[src/rtl/instr_fetch.sv]
// Instruction fetch unit: issues sequential word fetches to instruction memory,
// buffers returned words with their PCs in a prefetch FIFO, and hands them to
// decode over a valid/ready handshake. Redirects flush buffered words and drop
// responses to fetches that were already in flight.
module instr_fetch #(
  parameter logic [31:0] RESET_PC   = 32'h0000_0000,
  parameter int unsigned FIFO_DEPTH = 4
) (
  input  logic        clk,
  input  logic        rstn,
  output logic        imem_req_valid,
  input  logic        imem_req_ready,
  output logic [31:0] imem_req_addr,
  input  logic        imem_rsp_valid,
  input  logic [31:0] imem_rsp_data,
  input  logic        redirect_valid,
  input  logic [31:0] redirect_pc,
  output logic        instr_valid,
  input  logic        instr_ready,
  output logic [31:0] instr_out,
  output logic [31:0] instr_pc
);

  localparam int unsigned AW = $clog2(FIFO_DEPTH);
  localparam int unsigned CW = AW + 1;

  logic [31:0]   fetch_pc;
  logic [31:0]   rsp_pc;
  logic [CW-1:0] outstanding;
  logic [CW-1:0] drop_cnt;
  logic [CW-1:0] count;
  logic [AW-1:0] rd_ptr;
  logic [AW-1:0] wr_ptr;

  logic [31:0]   pc_mem    [FIFO_DEPTH];
  logic [31:0]   instr_mem [FIFO_DEPTH];

  logic [CW:0]   credit_used;
  logic          accept;
  logic          rsp_fire;
  logic          drop_rsp;
  logic          push;
  logic          pop;
  logic [CW-1:0] outstanding_next;
  logic [31:0]   redirect_aligned;

  // Credit covers both buffered words and requests still in flight, so a
  // returning response always finds a free FIFO slot.
  always_comb begin
    credit_used    = {1'b0, count} + {1'b0, outstanding};
    imem_req_valid = credit_used < (CW+1)'(FIFO_DEPTH);
    imem_req_addr  = fetch_pc;
  end

  // Handshake events and the in-flight count seen after this cycle.
  always_comb begin
    accept           = imem_req_valid & imem_req_ready;
    rsp_fire         = imem_rsp_valid & (outstanding != '0);
    drop_rsp         = drop_cnt != '0;
    push             = rsp_fire & ~drop_rsp & ~redirect_valid;
    pop              = instr_valid & instr_ready;
    outstanding_next = outstanding + CW'(accept) - CW'(rsp_fire);
    redirect_aligned = {redirect_pc[31:2], 2'b00};
  end

  // FIFO head to decode; outputs read zero while the buffer is empty.
  always_comb begin
    instr_valid = count != '0;
    instr_out   = instr_valid ? instr_mem[rd_ptr] : '0;
    instr_pc    = instr_valid ? pc_mem[rd_ptr]    : '0;
  end

  // Fetch/response PCs, in-flight tracking, drop counter and FIFO pointers.
  // On redirect every request still unanswered (including one accepted this
  // very cycle at the old address) becomes a response to discard.
  always_ff @(posedge clk or negedge rstn) begin
    if (!rstn) begin
      fetch_pc    <= RESET_PC;
      rsp_pc      <= RESET_PC;
      outstanding <= '0;
      drop_cnt    <= '0;
      count       <= '0;
      rd_ptr      <= '0;
      wr_ptr      <= '0;
    end else if (redirect_valid) begin
      fetch_pc    <= redirect_aligned;
      rsp_pc      <= redirect_aligned;
      outstanding <= outstanding_next;
      drop_cnt    <= outstanding_next;
      count       <= '0;
      rd_ptr      <= '0;
      wr_ptr      <= '0;
    end else begin
      if (accept) begin
        fetch_pc <= fetch_pc + 32'd4;
      end
      outstanding <= outstanding_next;
      if (rsp_fire && drop_rsp) begin
        drop_cnt <= drop_cnt - CW'(1);
      end
      if (push) begin
        wr_ptr <= wr_ptr + AW'(1);
        rsp_pc <= rsp_pc + 32'd4;
      end
      if (pop) begin
        rd_ptr <= rd_ptr + AW'(1);
      end
      count <= count + CW'(push) - CW'(pop);
    end
  end

  // FIFO storage; contents are only observable through count, so no reset.
  always_ff @(posedge clk) begin
    if (push) begin
      pc_mem[wr_ptr]    <= rsp_pc;
      instr_mem[wr_ptr] <= imem_rsp_data;
    end
  end

endmodule
[config.mk]
export PLATFORM = sky130hd
export DESIGN_NAME = instr_fetch
export DESIGN_NICKNAME = d
export VERILOG_FILES = /design/src/rtl/instr_fetch.sv
export SDC_FILE = /design/constraint.sdc
export NUM_CORES = 1
export LEC_CHECK = 0
export ABC_AREA = 1
export ABC_CLOCK_PERIOD_IN_PS = 3850
export BUFFER_PORTS_ARGS = -buffer_cell sky130_fd_sc_hd__buf_2
export CAP_MARGIN = 20
export CORE_ASPECT_RATIO = 0.75
export CORE_MARGIN = 2
export CORE_UTILIZATION = 40
export CTS_CLUSTER_SIZE = 16
export DETAILED_ROUTE_END_ITERATION = 6
export GPL_TIMING_DRIVEN = 0
export PLACE_DENSITY_LB_ADDON = 0.3
export SLEW_MARGIN = 20
export SYNTH_ARGS = -nofsm -noshare
export SYNTH_HDL_FRONTEND = slang
export SYNTH_SLANG_ARGS = --single-unit
[constraint.sdc]
create_clock -name clk -period 3.85 [get_ports clk]
set_input_delay 0.77 -clock clk [delete_from_list [all_inputs] [get_ports clk]]
set_output_delay 0.77 -clock clk [all_outputs]
set_load 0.01 [all_outputs]
### After elaboration in Yosys (flattened, before gate mapping)

Memory sizes are Yosys's and may differ from the RTL's.
Cells that the tools add are included.

* multipliers: 0
* divide/modulo/power cells: 0
* shifts and indexed selects: 0
* bitwise gates (word level): 7
* reduce and logical (&&, ||, !) cells: 8
* equal/unequal tests: 0
* magnitude comparators: 1
* add/sub/neg operators: 10
* mux-type cells: 15

Operator list (number)
* 2-to-1 mux 32 bit: 6
* adder 32 x 3 -> 32 bit, second input constant: 2
* 2-to-1 mux 3 bit: 3
* nonzero test 3 bit: 3
* 2-to-1 mux 2 bit: 4
* nonzero test 2 bit: 4
* adder 3 x 1 -> 3 bit: 2
* subtractor 3 x 1 -> 3 bit: 2
* AND 1 bit: 5
* adder 2 x 1 -> 2 bit, second input constant: 2
* adder 3 x 3 -> 4 bit: 1
* less-than comparator 4 x 3 -> 1 bit, second input constant: 1
* subtractor 3 x 1 -> 3 bit, second input constant: 1
* 2-to-1 mux 1 bit: 2
* inverter 1 bit: 2
* logical AND 1 bit: 1

* latch bits: 0
* memory bits (read-only): 0
* memories: 2
* word-level logic and storage cells: 50
* output and inout bits: 98
* input bits: 70
* flip-flop bits (word level): 77
* memory bits (writable): 256

Memories
* instr_mem: depth 4, width 32, rd ports 1, clocked after Yosys merged registers in 0, write ports 1, line 36 `logic [31:0] instr_mem [FIFO_DEPTH];`
* pc_mem: depth 4, width 32, rd ports 1, clocked after Yosys merged registers in 0, write ports 1, line 35 `logic [31:0] pc_mem [FIFO_DEPTH];`

### Logic depth before layout (Yosys ltp)

* word-level depth: 7
* gate-level depth with buffers: 14
* gate-level depth less buffers: 14

### Worst setup path before layout

Ideal clock, no wire load.

* kind: input to register
* start: input port imem_rsp_valid
* end: memory instr_mem[0][0] (enable)
* stages on the path: 6
* path slack: -469 ps
* setup time: 482 ps
* arrival: 3837 ps
* buffers on the path: 0
* required time: 3368 ps
* cells stage by stage: nand2_1 -> inv_2 -> nand2_4 -> nor2_2 -> inv_2 -> nor2_1

* word-level cells in the longest chain between the ends: 5

RTL lines
* from (decl): line 14 `input logic imem_rsp_valid,`
* AND 1 bit: line 58 `rsp_fire = imem_rsp_valid & (outstanding != '0);`
* AND 1 bit (2 in a row): line 60 `push = rsp_fire & ~drop_rsp & ~redirect_valid;`
* 2-to-1 mux 1 bit: line 114 `if (push) begin`
* 2-to-1 mux 1 bit (not written as such): line 116 `instr_mem[wr_ptr] <= imem_rsp_data;`
* to (decl): line 36

No other way between the ends.

### Worst setup path after layout

* start: register rd_ptr[0]
* end: output port instr_pc[23]

* word-level cells in the longest chain between the ends: 2

RTL lines
* from (decl): line 32 `logic [AW-1:0] rd_ptr;`
* from (signal assigned): line 106 `rd_ptr <= rd_ptr + AW'(1);`
* memory read (4 x 32 bit)
* 2-to-1 mux 32 bit: line 70 `instr_pc = instr_valid ? pc_mem[rd_ptr] : '0;`
* to (decl): line 21 `output logic [31:0] instr_pc`

No other way between the ends.

==> results.sh <==
export IMPL_status="finished, final reports clean"
export IMPL_rsz0062_at_grt="no"
export IMPL_wl_met3_mm=2.85
export IMPL_postSynth_asyncResetShare_pct=22.7
export IMPL_holdCritPathClass="input pin to async pin"
export IMPL_floorplan_rows=60
export IMPL_final_min_clock_period_ns=3.49
export IMPL_yosysUniqueCellTypes=42
export IMPL_r2r_cells=10
export IMPL_post_cts_resized=0
export IMPL_dpl_hpwl_mm=27.8
export IMPL_path_cells="buf_2, clkinv_2, buf_2, clkbuf_1, o21ai_0, a21oi_1, buf_2"
export IMPL_num_nets_final=1764
export IMPL_seq_area_frac_synth_pct=63.0
export IMPL_slowest_delay_ns=0.58
export IMPL_timing_rr_start="drop_cnt[0]"
export IMPL_grt_pass1_wl_mm=61.2
export IMPL_path_max_fanout=10
export IMPL_wire_per_inst_microns=18.3
export IMPL_worst_ep_required_time_ns=3.08
export IMPL_postSynthCellCount=1471
export IMPL_finalSetupTns_ns=0
export IMPL_post_synthesis_register_bit_count=321
export IMPL_gr_total_overflow=0
export IMPL_layoutNonFillerInstCount=2168
export IMPL_critical_path_startpoint_type="register"
export IMPL_timing_final_max_slew_violations=0
export IMPL_power_leakage_nw=6.86
export IMPL_initial_core_util_pct=40.8
export IMPL_crit_path_frequent_cell="buf_2"
export IMPL_ff2ff_setup_slack_ns=1.01
export IMPL_grtUsageTotal_pct=20.8
export IMPL_globalplace_congestion=0.909
export IMPL_timing_critical_path_max_delay_family="buffers and inverters"
export IMPL_port_buffer_count=160
export IMPL_max_slew_worst_pin_slew_ns=0.727
export IMPL_ratio_of_cells_with_drive_above_1_in_the_final_layout_pct=18.3
export IMPL_syn2layout_area_growth_pct=17.8
export IMPL_powerDensity_nw_per_um2=606
export IMPL_top_level_ports=168
export IMPL_yosysWarnings=0
export IMPL_place_detailed_instances=2110
export IMPL_initial_antenna_violation_count=2
export IMPL_critPathBufInv=5
export IMPL_drc=0
export IMPL_clk_root_buffer_cell="clkbuf_16"
export IMPL_drt_vias_per_instance=5.16
export IMPL_met1_length_mm=18.0
export IMPL_report_final_setup_viol=0
export IMPL_syn_cell_area_sq_um=14700
export IMPL_floorplan_core_area_sq_um=36000
export IMPL_critPathKind="register to primary output"
export IMPL_post_route_period_util_pct=90.6
export IMPL_cts_clk_pin_slew_worst_paths_ns=0.06
export IMPL_critical_path_slowest_cell="clkbuf_1"
export IMPL_postCtsHoldBufs=0
export IMPL_critical_path_reg2reg_endpoint="instr_mem[1][5]"
export IMPL_clock_latency_ns=0.59
export IMPL_critical_path_cell_count=7
export IMPL_final_hold_worst_slack_ns=0.0785
export IMPL_syn_mean_instance_area_sq_um=10.0
export IMPL_max_clock_path_buffers=3
export IMPL_die_h_microns=170
export IMPL_max_cap_violations=0
export IMPL_cts_sinks=321
export IMPL_maxSlewHeadroom_pct=51.4
export IMPL_chipWidth_microns=225
export IMPL_max_freq_ghz=0.287
export IMPL_largest_net_degree_at_the_start_of_global_routing=53
export IMPL_final_cell_mix="311 x nor2_1, 248 x edfxtp_1, 221 x nand2_1, 181 x buf_2, 157 x o21ai_0"
export IMPL_met2_wire_length_mm=18.0
export IMPL_top_layer_used="met5"
export IMPL_synth_edf_count=248
export IMPL_vdd_drop_max_mv=0.346
export IMPL_ant_nets=0
export IMPL_dr_first_iter_drc_count=950
export IMPL_seqCellArea_sq_um=9270
export IMPL_multiInputGateArea_sq_um=4790
export IMPL_grt_pass1_vias=10900
export IMPL_critPathArrivalTime_ns=2.72
export IMPL_finalWirelength_mm=39.6
export IMPL_vias=11200
export IMPL_clock_tree_from_tritoncts="built"
export IMPL_fill_cells=3299
export IMPL_worst_setup_path_end_kind="primary output"
export IMPL_numCtsBuffers=31
export IMPL_dr_pass1_iters=5
export IMPL_fin_worst_skew_ns=0.0197
export IMPL_postSynth_topFlopCell="edfxtp_1"
export IMPL_floorplan_die_area_sq_um=38300
export IMPL_postCtsSetupBuffers=0
export IMPL_mostFrequentLayoutCell="nor2_1"
export IMPL_timing_hold_violations_final=0
export IMPL_htreeDepth=1
-- metrics by stage --
step	area (sq um)	worst slack, ns	total power [mW]	utilization (%)
6_report	17300	0.361	10.5	48.1
5_1_grt	17300	0.171	11.1	48.1
4_1_cts	17300	0.337	10.6	48.1
3_5_place_dp	16400	0.790	7.70	45.5
3_3_place_gp	16100	-2.82	7.63	44.7
2_1_floorplan	14700	-0.469	6.33	-
-- report_power, final --
group	leakage (nW)	switching, mW	total, mW	internal, mW
clock network	0.457	1.33	2.89	1.56
logic	3.28	2.11	3.16	1.05
registers	3.12	0.384	4.46	4.08
total	6.86	3.82	10.5	6.68
-- area by class of cell --
class | count | share of cell area [%]
Sequential cell | 321 | 53.5
Multi-Input combinational cell | 989 | 27.6
Timing Repair Buffer | 171 | 6.08
Clock buffer | 40 | 4.67
Tap cell | 465 | 3.36
Inverter | 99 | 2.15
Buffer | 65 | 1.83
Clock inverter | 17 | 0.722
Antenna cell | 1 | 0.0144
-- cell families after synthesis --
family                     synth area share (%)
adders and majority gates                  1.46
buffers and inverters                      4.69
and+or+nand+nor                            20.1
DFF                                        63.0
AOI/OAI and AO/OA                          9.51
other                                    0.0255
xor gates and xnor gates                   1.13
-- state kept, by name (all words and copies together) (netlist names) --
| signal | count |
|---|---|
| outstanding | 3 |
| rsp_pc | 30 |
| drop_cnt | 3 |
| pc_mem | 120 |
| imem_req_addr | 30 |
| rd_ptr | 2 |
| instr_mem | 128 |
| wr_ptr | 2 |
| count | 3 |
-- cells in the mapped netlist, types with 9 or more instances --
cell type | instances | share of area [%]
a21oi_1 | 79 | 2.7
buf_2 | 22 | 0.75
clkbuf_1 | 28 | 0.71
dfrtp_1 | 73 | 12
edfxtp_1 | 248 | 51
ha_1 | 14 | 1.2
inv_1 | 87 | 2.2
inv_2 | 11 | 0.28
nand2_1 | 221 | 5.6
nand2_2 | 11 | 0.47
nand3_1 | 73 | 2.5
nand4_1 | 9 | 0.38
nor2_1 | 315 | 8.0
nor2_2 | 14 | 0.60
nor2_4 | 9 | 0.69
nor3_1 | 9 | 0.31
o211ai_1 | 12 | 0.61
o21ai_0 | 157 | 5.3
xor2_1 | 14 | 0.83
-- worst register-to-register path: cells and delay by family, from the launching register on --
kind	cells	cell delay [ns]
buffers and inverters	5	0.85
flip-flops	1	0.37
adder cells (fa/ha/maj)	1	0.15
AND/OR/NAND/NOR	4	1.16
-- how the worst max path moves through the flow --
stage,startpoint,end,slack [ns]
after floorplan,imem_rsp_valid,instr_mem[0][0],-0.47
after global placement,imem_rsp_valid,instr_mem[1][9],-2.82
after detailed placement,imem_rsp_valid,instr_mem[1][9],0.79
after CTS,rd_ptr[0],instr_pc[23],0.34
after global routing,rd_ptr[0],instr_pc[23],0.17
final,rd_ptr[0],instr_pc[23],0.36
-- per-layer routing --
metal | global-route usage (%) | vias up
met5 | 0 | -
met3 | 3.78 | 56
met4 | 4.81 | 2
met2 | 33.5 | 375
met1 | 29.3 | 5372
li1 | - | 5388
Power figures use the tool's default switching activity.
